**config.mk**
```make
export PLATFORM = sky130hd
export DESIGN_NAME = mips_multicycle_ctrl
export DESIGN_NICKNAME = d
export VERILOG_FILES = /design/src/rtl/mips_multicycle_ctrl_pkg.sv /design/src/rtl/mips_multicycle_ctrl_alu_decoder.sv /design/src/rtl/mips_multicycle_ctrl.sv
export SDC_FILE = /design/constraint.sdc
export NUM_CORES = 1
export LEC_CHECK = 0
export CAP_MARGIN = 5
export CORE_MARGIN = 1.5
export CORE_UTILIZATION = 39
export DETAILED_ROUTE_END_ITERATION = 12
export PLACE_DENSITY_LB_ADDON = 0.3
export SETUP_SLACK_MARGIN = 0.15
export SYNTH_ARGS = -nofsm -noshare
export SYNTH_HDL_FRONTEND = slang
export SYNTH_HIERARCHICAL = 1
export SYNTH_SLANG_ARGS = --single-unit
```
**constraint.sdc**
```tcl
create_clock -name clk -period 3.3 [get_ports clk]
set_input_delay 0.495 -clock clk [delete_from_list [all_inputs] [get_ports clk]]
set_output_delay 0.495 -clock clk [all_outputs]
set_load 0.02 [all_outputs]
```
**src/rtl/mips_multicycle_ctrl_pkg.sv**
```systemverilog
// Shared MIPS definitions for the multicycle controller, ALU and datapath.
// Holds the FSM state encoding, opcode and funct field values, ALU control
// codes, the internal alu_op encoding and the datapath mux select codes.
package mips_multicycle_ctrl_pkg;

  // FSM states. The encodings are visible on the debug 'state' port.
  typedef enum logic [3:0] {
    S_FETCH   = 4'd0,
    S_DECODE  = 4'd1,
    S_MEMADR  = 4'd2,
    S_MEMRD   = 4'd3,
    S_MEMWB   = 4'd4,
    S_MEMWR   = 4'd5,
    S_EXECUTE = 4'd6,
    S_ALUWB   = 4'd7,
    S_BRANCH  = 4'd8,
    S_ADDIEX  = 4'd9,
    S_ADDIWB  = 4'd10,
    S_JUMP    = 4'd11
  } state_t;

  // Opcodes, instr[31:26].
  localparam logic [5:0] OP_RTYPE = 6'b000000;
  localparam logic [5:0] OP_LW    = 6'b100011;
  localparam logic [5:0] OP_SW    = 6'b101011;
  localparam logic [5:0] OP_BEQ   = 6'b000100;
  localparam logic [5:0] OP_ADDI  = 6'b001000;
  localparam logic [5:0] OP_J     = 6'b000010;

  // R-type function field, instr[5:0].
  localparam logic [5:0] FUNCT_ADD = 6'b100000;
  localparam logic [5:0] FUNCT_SUB = 6'b100010;
  localparam logic [5:0] FUNCT_AND = 6'b100100;
  localparam logic [5:0] FUNCT_OR  = 6'b100101;
  localparam logic [5:0] FUNCT_SLT = 6'b101010;

  // ALU control codes understood by the ALU.
  localparam logic [2:0] ALU_AND = 3'b000;
  localparam logic [2:0] ALU_OR  = 3'b001;
  localparam logic [2:0] ALU_ADD = 3'b010;
  localparam logic [2:0] ALU_SUB = 3'b110;
  localparam logic [2:0] ALU_SLT = 3'b111;

  // Internal request from the FSM to the ALU decoder.
  typedef enum logic [1:0] {
    ALU_OP_ADD   = 2'b00,
    ALU_OP_SUB   = 2'b01,
    ALU_OP_FUNCT = 2'b10
  } alu_op_t;

  // ALU B-operand select.
  localparam logic [1:0] SRC_B_REG     = 2'b00;
  localparam logic [1:0] SRC_B_FOUR    = 2'b01;
  localparam logic [1:0] SRC_B_IMM     = 2'b10;
  localparam logic [1:0] SRC_B_IMM_SH2 = 2'b11;

  // Next-PC select.
  localparam logic [1:0] PC_SRC_ALU    = 2'b00;
  localparam logic [1:0] PC_SRC_ALUOUT = 2'b01;
  localparam logic [1:0] PC_SRC_JUMP   = 2'b10;

  // Loads and stores share the address-calculation state.
  function automatic logic is_mem_op(input logic [5:0] op);
    return (op == OP_LW) || (op == OP_SW);
  endfunction

endpackage

```
**src/rtl/mips_multicycle_ctrl_alu_decoder.sv**
```systemverilog
// ALU decoder: turns the FSM's alu_op request and the R-type funct field
// into the 3-bit ALU control code.
// Ports:
//   alu_op   in  2  00 ADD, 01 SUB, 10 decode from funct
//   funct    in  6  R-type function field
//   alu_ctrl out 3  ALU operation code
module alu_decoder
  import mips_multicycle_ctrl_pkg::*;
(
  input  logic [1:0] alu_op,
  input  logic [5:0] funct,
  output logic [2:0] alu_ctrl
);

  always_comb begin
    // NOTE: a default assignment ahead of the case keeps every path driven,
    // so no latch is inferred for encodings the case does not list.
    alu_ctrl = ALU_ADD;
    case (alu_op)
      ALU_OP_ADD: alu_ctrl = ALU_ADD;
      ALU_OP_SUB: alu_ctrl = ALU_SUB;
      ALU_OP_FUNCT: begin
        case (funct)
          FUNCT_ADD: alu_ctrl = ALU_ADD;
          FUNCT_SUB: alu_ctrl = ALU_SUB;
          FUNCT_AND: alu_ctrl = ALU_AND;
          FUNCT_OR:  alu_ctrl = ALU_OR;
          FUNCT_SLT: alu_ctrl = ALU_SLT;
          // Unknown R-type functions fall back to ADD.
          default:   alu_ctrl = ALU_ADD;
        endcase
      end
      // alu_op 11 is never requested; treat it as ADD.
      default: alu_ctrl = ALU_ADD;
    endcase
  end

endmodule

```
**src/rtl/mips_multicycle_ctrl.sv**
```systemverilog
// Multicycle MIPS controller: a Moore FSM that sequences fetch, decode and
// the per-instruction execute/memory/writeback steps for lw, sw, R-type,
// beq, addi and j. Unknown opcodes are treated as NOPs.
// Ports:
//   clk        in  1  clock, rising edge
//   reset      in  1  synchronous, active-high; forces FETCH
//   op         in  6  opcode of the instruction held in IR
//   funct      in  6  R-type function field of the instruction in IR
//   zero       in  1  ALU zero flag (same cycle)
//   alu_ctrl   out 3  ALU operation
//   alu_src_a  out 1  0 PC, 1 register A
//   alu_src_b  out 2  00 B, 01 four, 10 imm, 11 imm<<2
//   pc_src     out 2  00 ALU result, 01 ALUOut, 10 jump target
//   iord       out 1  memory address from ALUOut instead of PC
//   ir_write   out 1  load IR
//   mem_write  out 1  memory write strobe
//   reg_write  out 1  register file write strobe
//   reg_dst    out 1  write register is rd (else rt)
//   mem_to_reg out 1  write data from memory data register (else ALUOut)
//   pc_en      out 1  PC load enable
//   state      out 4  current FSM state (debug)
module mips_multicycle_ctrl
  import mips_multicycle_ctrl_pkg::*;
(
  input  logic       clk,
  input  logic       reset,
  input  logic [5:0] op,
  input  logic [5:0] funct,
  input  logic       zero,
  output logic [2:0] alu_ctrl,
  output logic       alu_src_a,
  output logic [1:0] alu_src_b,
  output logic [1:0] pc_src,
  output logic       iord,
  output logic       ir_write,
  output logic       mem_write,
  output logic       reg_write,
  output logic       reg_dst,
  output logic       mem_to_reg,
  output logic       pc_en,
  output logic [3:0] state
);

  state_t  state_q;
  alu_op_t alu_op;
  logic    pc_write;
  logic    branch;

  // NOTE: the state register is the only storage in this block and the only
  // thing reset touches; everything else is decoded from it each cycle.
  always_ff @(posedge clk) begin
    // NOTE: sequential state uses non-blocking assignments so every flop
    // samples pre-edge values regardless of statement order.
    if (reset) begin
      state_q <= S_FETCH;
    end else begin
      case (state_q)
        S_FETCH:  state_q <= S_DECODE;
        S_DECODE: begin
          if (is_mem_op(op))        state_q <= S_MEMADR;
          else if (op == OP_RTYPE)  state_q <= S_EXECUTE;
          else if (op == OP_BEQ)    state_q <= S_BRANCH;
          else if (op == OP_ADDI)   state_q <= S_ADDIEX;
          else if (op == OP_J)      state_q <= S_JUMP;
          else                      state_q <= S_FETCH;
        end
        S_MEMADR: begin
          if (op == OP_LW)          state_q <= S_MEMRD;
          else if (op == OP_SW)     state_q <= S_MEMWR;
          // IR cannot change here, but recover cleanly if it somehow did.
          else                      state_q <= S_FETCH;
        end
        S_MEMRD:   state_q <= S_MEMWB;
        S_EXECUTE: state_q <= S_ALUWB;
        S_ADDIEX:  state_q <= S_ADDIWB;
        S_MEMWB, S_MEMWR, S_ALUWB, S_ADDIWB, S_BRANCH, S_JUMP:
                   state_q <= S_FETCH;
        // Encodings 12-15 are unreachable; return to FETCH if one appears.
        default:   state_q <= S_FETCH;
      endcase
    end
  end

  // Moore output decode: every strobe and select depends on state only.
  always_comb begin
    alu_op     = ALU_OP_ADD;
    alu_src_a  = 1'b0;
    alu_src_b  = SRC_B_REG;
    pc_src     = PC_SRC_ALU;
    iord       = 1'b0;
    ir_write   = 1'b0;
    mem_write  = 1'b0;
    reg_write  = 1'b0;
    reg_dst    = 1'b0;
    mem_to_reg = 1'b0;
    pc_write   = 1'b0;
    branch     = 1'b0;
    case (state_q)
      S_FETCH: begin
        ir_write  = 1'b1;
        pc_write  = 1'b1;
        alu_src_b = SRC_B_FOUR;
      end
      // Precompute the branch target into ALUOut while decoding.
      S_DECODE: alu_src_b = SRC_B_IMM_SH2;
      S_MEMADR, S_ADDIEX: begin
        alu_src_a = 1'b1;
        alu_src_b = SRC_B_IMM;
      end
      S_MEMRD: iord = 1'b1;
      S_MEMWB: begin
        reg_write  = 1'b1;
        mem_to_reg = 1'b1;
      end
      S_MEMWR: begin
        iord      = 1'b1;
        mem_write = 1'b1;
      end
      S_EXECUTE: begin
        alu_src_a = 1'b1;
        alu_op    = ALU_OP_FUNCT;
      end
      S_ALUWB: begin
        reg_write = 1'b1;
        reg_dst   = 1'b1;
      end
      // A - B is compared here; the PC takes the target held in ALUOut.
      S_BRANCH: begin
        alu_src_a = 1'b1;
        alu_op    = ALU_OP_SUB;
        pc_src    = PC_SRC_ALUOUT;
        branch    = 1'b1;
      end
      S_ADDIWB: reg_write = 1'b1;
      S_JUMP: begin
        pc_src   = PC_SRC_JUMP;
        pc_write = 1'b1;
      end
      default: ;
    endcase
  end

  alu_decoder u_alu_decoder (
    .alu_op   (alu_op),
    .funct    (funct),
    .alu_ctrl (alu_ctrl)
  );

  // zero comes from the ALU in the same cycle, so the branch decision is
  // taken combinationally in BRANCH.
  assign pc_en = pc_write | (branch & zero);
  assign state = state_q;

endmodule

```
== Word-level counts from Yosys, hierarchy flattened ==
Cells that the tools add are included.

* Register bits after elaboration: 4
* Input port bits: 15

* Multiplexer cells: 22
* Eq/ne operators: 22
* Bitwise gates (word level): 2
* Reduce and logical (&&, ||, !) cells: 8

{| class="wikitable"
|+ Operators by type and width
! operator !! count
|-
| $eq 6x6->1 const B || 6
|-
| $pmux 4 s6 || 1
|-
| $mux 4 || 5
|-
| $eq 4x3->1 const B || 4
|-
| $eq 4x4->1 const B || 4
|-
| $pmux 3 s4 || 1
|-
| $mux 1 || 9
|-
| $eq 4x2->1 const B || 2
|-
| $pmux 2 s2 || 2
|-
| $eq 6x2->1 const B || 1
|-
| $eq 6x3->1 const B || 1
|-
| $eq 6x4->1 const B || 1
|-
| $logic_not 6->1 || 1
|-
| $mux 3 || 2
|-
| $pmux 2 s3 || 1
|-
| $pmux 3 s2 || 1
|-
| $reduce_or 2->1 || 3
|-
| $eq 4x1->1 const B || 1
|-
| $logic_not 4->1 || 1
|-
| $reduce_or 4->1 || 1
|-
| $reduce_or 3->1 || 1
|-
| $eq 2x1->1 const B || 1
|-
| $eq 2x2->1 const B || 1
|-
| $and 1x1->1 || 1
|-
| other kinds (2) || 2
|}

== Depth between registers and ports, before layout ==
* Depth in word-level cells: 7
* Depth in mapped cells: 7

== By module ==
Netlist, hierarchy kept.

{| class="wikitable"
|+ Modules (own cells, without submodules)
! module !! area an instance (um^2) !! cells each !! instances
|-
| mips_multicycle_ctrl || 437.9 || 67 || 1
|-
| alu_decoder || 118.9 || 15 || 1
|}

== Worst setup path before layout ==
OpenSTA, ideal clock, no wires.

* Path kind: reg-to-output
* Start point: register state_q[3] (netlist: state[3])
* End point: output alu_ctrl[2]
* Cell stages (with the launch flop): 7
* Arrival: 1.910 ns
* Buffers on the path: 1
* Setup slack: 0.895 ns
* Required time: 2.805 ns
* Path through: dfxtp_1 -> clkbuf_1 -> nand2b_1 -> nor2_1 -> ha_1 -> nand4bb_1 -> o22ai_1

* Cells in the longest elaborated chain, start to end: 4
* Elaborated cells on any way between the ends: 6

{| class="wikitable"
|+ Ends and longest elaborated chain
! element !! line !! text
|-
| start: declaration || mips_multicycle_ctrl.sv:44 || <nowiki>state_t state_q;</nowiki>
|-
| start signal: assignment || mips_multicycle_ctrl.sv:55 || <nowiki>state_q <= S_FETCH;</nowiki>
|-
| start signal: assignment || mips_multicycle_ctrl.sv:58 || <nowiki>S_FETCH: state_q <= S_DECODE;</nowiki>
|-
| start signal: assignment || mips_multicycle_ctrl.sv:60 || <nowiki>if (is_mem_op(op)) state_q <= S_MEMADR;</nowiki>
|-
| $eq 4x4->1 or $eq 4x3->1 (tied branches) || mips_multicycle_ctrl.sv:98 || <nowiki>case (state_q)</nowiki>
|-
| $pmux 2 s2 * || mips_multicycle_ctrl.sv:98 ||
|-
| net alu_op[1] || mips_multicycle_ctrl.sv:45 || <nowiki>alu_op_t alu_op;</nowiki>
|-
| $eq 2x2->1 or $eq 2x1->1 (tied branches) || mips_multicycle_ctrl_alu_decoder.sv:19 || <nowiki>case (alu_op)</nowiki>
|-
| $pmux 3 s2 * || mips_multicycle_ctrl_alu_decoder.sv:19 ||
|-
| end: declaration || mips_multicycle_ctrl.sv:30 || <nowiki>output logic [2:0] alu_ctrl,</nowiki>
|}

Mark *: on every way through the listed nets, which the timed path passes. The rest lies on a longest branch.

== Worst setup path in the final report ==
* Start point: register state_q[2] (netlist: state[2])
* End point: output alu_ctrl[1]

The elaborated chain is that of the path after synthesis.

==> run_results.csv <==
group,metric,value,unit
setup_path,timing.rr.end,"state[0]",
timing,worst_hold_slack,0.732,ns
detailed_routing,drt-total-wl,1680,um
power,total_leakage_power,0.363,nW
floorplanning,core-area,1320,um2
grt,grt_pass1_wl,2500,um
layout,final_common_cell,"clkdlybuf4s50_1",
job,cap_violations,0,
setup_path,r2r-start,"state[1]",
setup_path,crit_chain,"nand2b_2 -> nor3_1 -> inv_1 -> ha_1 -> nor2_1 -> a31oi_1 -> clkdlybuf4s50_1",
layout,final_cells,131,
synthesis,synth_edf_count,0,
detailed_routing,drc_errors,0,
synthesis,syn_inst,82,
setup_path,critPathLaunchType,"flip-flop",
synthesis,netlist_top_cells_area,"dfxtp_1 (14%), nor3_1 (9.0%), nor2_1 (8.1%)",
timing,setup_viol_count_final,0,
power,powerDensity,194,nW/um2
layout,largest_reg_flops,4,
layout,nets,135,
floorplanning,fp.dieW,40.8,um
placed_design,pre_cts_slack,0.437,ns
clock_tree,h-tree-depth,1,
clock_tree,clkTransAtPathRegs,0.03,ns
setup_path,crit_fanout,15,
synthesis,yosysWarnings,6,
setup_path,arrival,2.40,ns
timing,max_freq,345,MHz
detailed_routing,wire_per_inst,12.8,um
floorplanning,dieHeight,40.8,um
setup_path,max_stage_delay,0.62,ns
power,finalPower,0.182,mW
grt,grt_pass1_vias,637,
detailed_routing,drtIter0Drc,23,
detailed_routing,drtAntennaViolNets,0,
setup_path,rrSetupSlack,1.34,ns
layout,final_core_util,71.3,%
timing,tns,0,ns
detailed_routing,vias,738,
synthesis,synth_seq_cells,4,
grt,grt_max_degree,16,
layout,drive_gt1_share,8.62,%
worst_hold_path,hp-class,"flip-flop to flip-flop",
grt,gr-total-overflow,0,
setup_path,cp_top_family,"buffers and inverters",
setup_path,worst-endpoint-required,2.80,ns
worst_hold_path,hold_depth,3,
synthesis,synth_top_area_share,14.4,%
worst_hold_path,whs_endpoint,"state[2]",
setup_path,cp_num_buf_inv,2,
timing,slew-limit-headroom,71.2,%
clock_tree,clk_path_buf_depth,2,
synthesis,synth_top_area_cell,"dfxtp_1",
setup_path,worstSetupPathType,"flip-flop to primary output",
setup_path,reg2reg_depth,5,
floorplanning,num_rows,13,
synthesis,syn_area,557,um2
timing,period_share,87.8,%
synthesis,ys_async_sr_fraction,0,%
synthesis,syn_avg_cell_area,6.79,um2
grt,grtUsageTotal,21.9,%
synthesis,synth.distinct_cells,32,
floorplanning,dieArea,1660,um2
clock_tree,cts.sinks,4,
clock_tree,cts_tree,"yes",
setup_path,critPathSlowestCell,"clkdlybuf4s50_1",
clock_tree,clock-root-buffer,"clkbuf_4",
detailed_routing,vias_per_cell,5.63,
placed_design,placement.io_buffers,33,
timing,rsz0062_at_grt,"no",
synthesis,ys.flop_type,"dfxtp_1",
timing,fin_ws,0.403,ns
timing,layout_min_cycle_time,2.90,ns
power,ir_drop,0.197,mV
layout,layout_common_cells,"clkdlybuf4s50_1 (31), nor2_1 (12), nor3_1 (10), a21oi_1 (8), nand2b_1 (5)",
timing,finClkSkew,0.000552,ns
synthesis,yosysSeqAreaShare,14.4,%
placed_design,hpwl,1350,um
layout,n_antenna_cell,0,
timing,worst_pin_slew,0.431,ns
run_status,outcome,"completed",
worst_hold_path,holdCritStartpoint,"state[0]",
timing,hold_violations,0,
clock_tree,cts-buffers-inserted,3,
placed_design,place_area,910,um2
detailed_routing,drtPass1Iterations,4,
setup_path,endpoint_kind,"primary output",
layout,final_cell_area,940,um2
synthesis,syn-num-nets,99,
timing,final_max_slew_viol_count,0,
placed_design,gp_congestion,0.810,
clock_tree,worstSkewPairLatency,0.22,ns
placed_design,place_inst,128,
layout,area_growth_syn_to_layout,68.8,%
floorplanning,ios,34,
floorplanning,initial_utilization,42.3,%
grt,antenna_found_initial,0,
synth_stat cells (2+ instances only):
| library cell | instances |
|---|---|
| nor3_1 | 10 |
| inv_1 | 4 |
| nand3b_1 | 2 |
| dfxtp_1 | 4 |
| a31oi_1 | 2 |
| clkbuf_1 | 4 |
| nand4bb_1 | 2 |
| a21oi_1 | 8 |
| a21o_1 | 2 |
| o21ai_0 | 4 |
| nor2_1 | 12 |
| nand2_1 | 2 |
| ha_1 | 2 |
| nand2b_1 | 6 |
routing by layer:
| layer | global-route usage (%) | wire length, um | vias up |
|---|---|---|---|
| met3 | 0 | 119 | 0 |
| met1 | 23.9 | 661 | 338 |
| met4 | 5.00 | 0 | 0 |
| met5 | 0 | 0 | - |
| met2 | 45.3 | 899 | 24 |
| li1 | - | - | 376 |
layout make-up:
cell class | count | area, um2
Clock buffer | 3 | 22.5
Fill cell | 123 | 378
Inverter | 4 | 15.0
Multi-Input combinational cell | 69 | 445
Sequential cell | 4 | 80.1
Tap cell | 15 | 18.8
Timing Repair Buffer | 36 | 358
report_power, final:
part	leakage [nW]	internal, mW	switching [mW]
Combinational	0.316	0.0390	0.0345
Sequential	0.0326	0.0502	0.00176
Clock	0.0138	0.0404	0.0161
Total	0.363	0.130	0.0524
worst reg2reg max path: cells and delay by family (launching register included):
family,cells,cell delay [ns]
compound gates,1,0.17
flops,1,0.35
buf+inv,1,0.20
simple gates,3,1.16
cell families (layout without fill, tap and decap cells):
group	count (synthesis)	in the layout	synth area share, %
simple gates	42	42	45.8
xor+xnor	2	2	3.15
fa+ha+maj	2	2	4.49
flops	4	4	14.4
compound gates	23	23	26.1
buf+inv	9	43	6.07
worst max path at each step:
stage          startpoint     endpoint  slack [ns]  cells past startpoint
5_1_grt          state[2]  alu_ctrl[1]        0.24                      7
3_5_place_dp     state[2]  alu_ctrl[2]        0.44                      7
3_3_place_gp     state[2]  alu_ctrl[2]        0.53                      7
6_report         state[2]  alu_ctrl[1]        0.40                      7
4_1_cts          state[2]  alu_ctrl[2]        0.19                      7
2_1_floorplan    state[3]  alu_ctrl[2]        0.89                      6
timing repair:
action	in CTS	in global routing
endpoints found under the setup margin	0	2
endpoints found under the hold margin	0	0
setup buffers	0	0
hold buffers	0	0
resized for setup	0	3
Note: power is estimated with default switching activity, not from simulation.
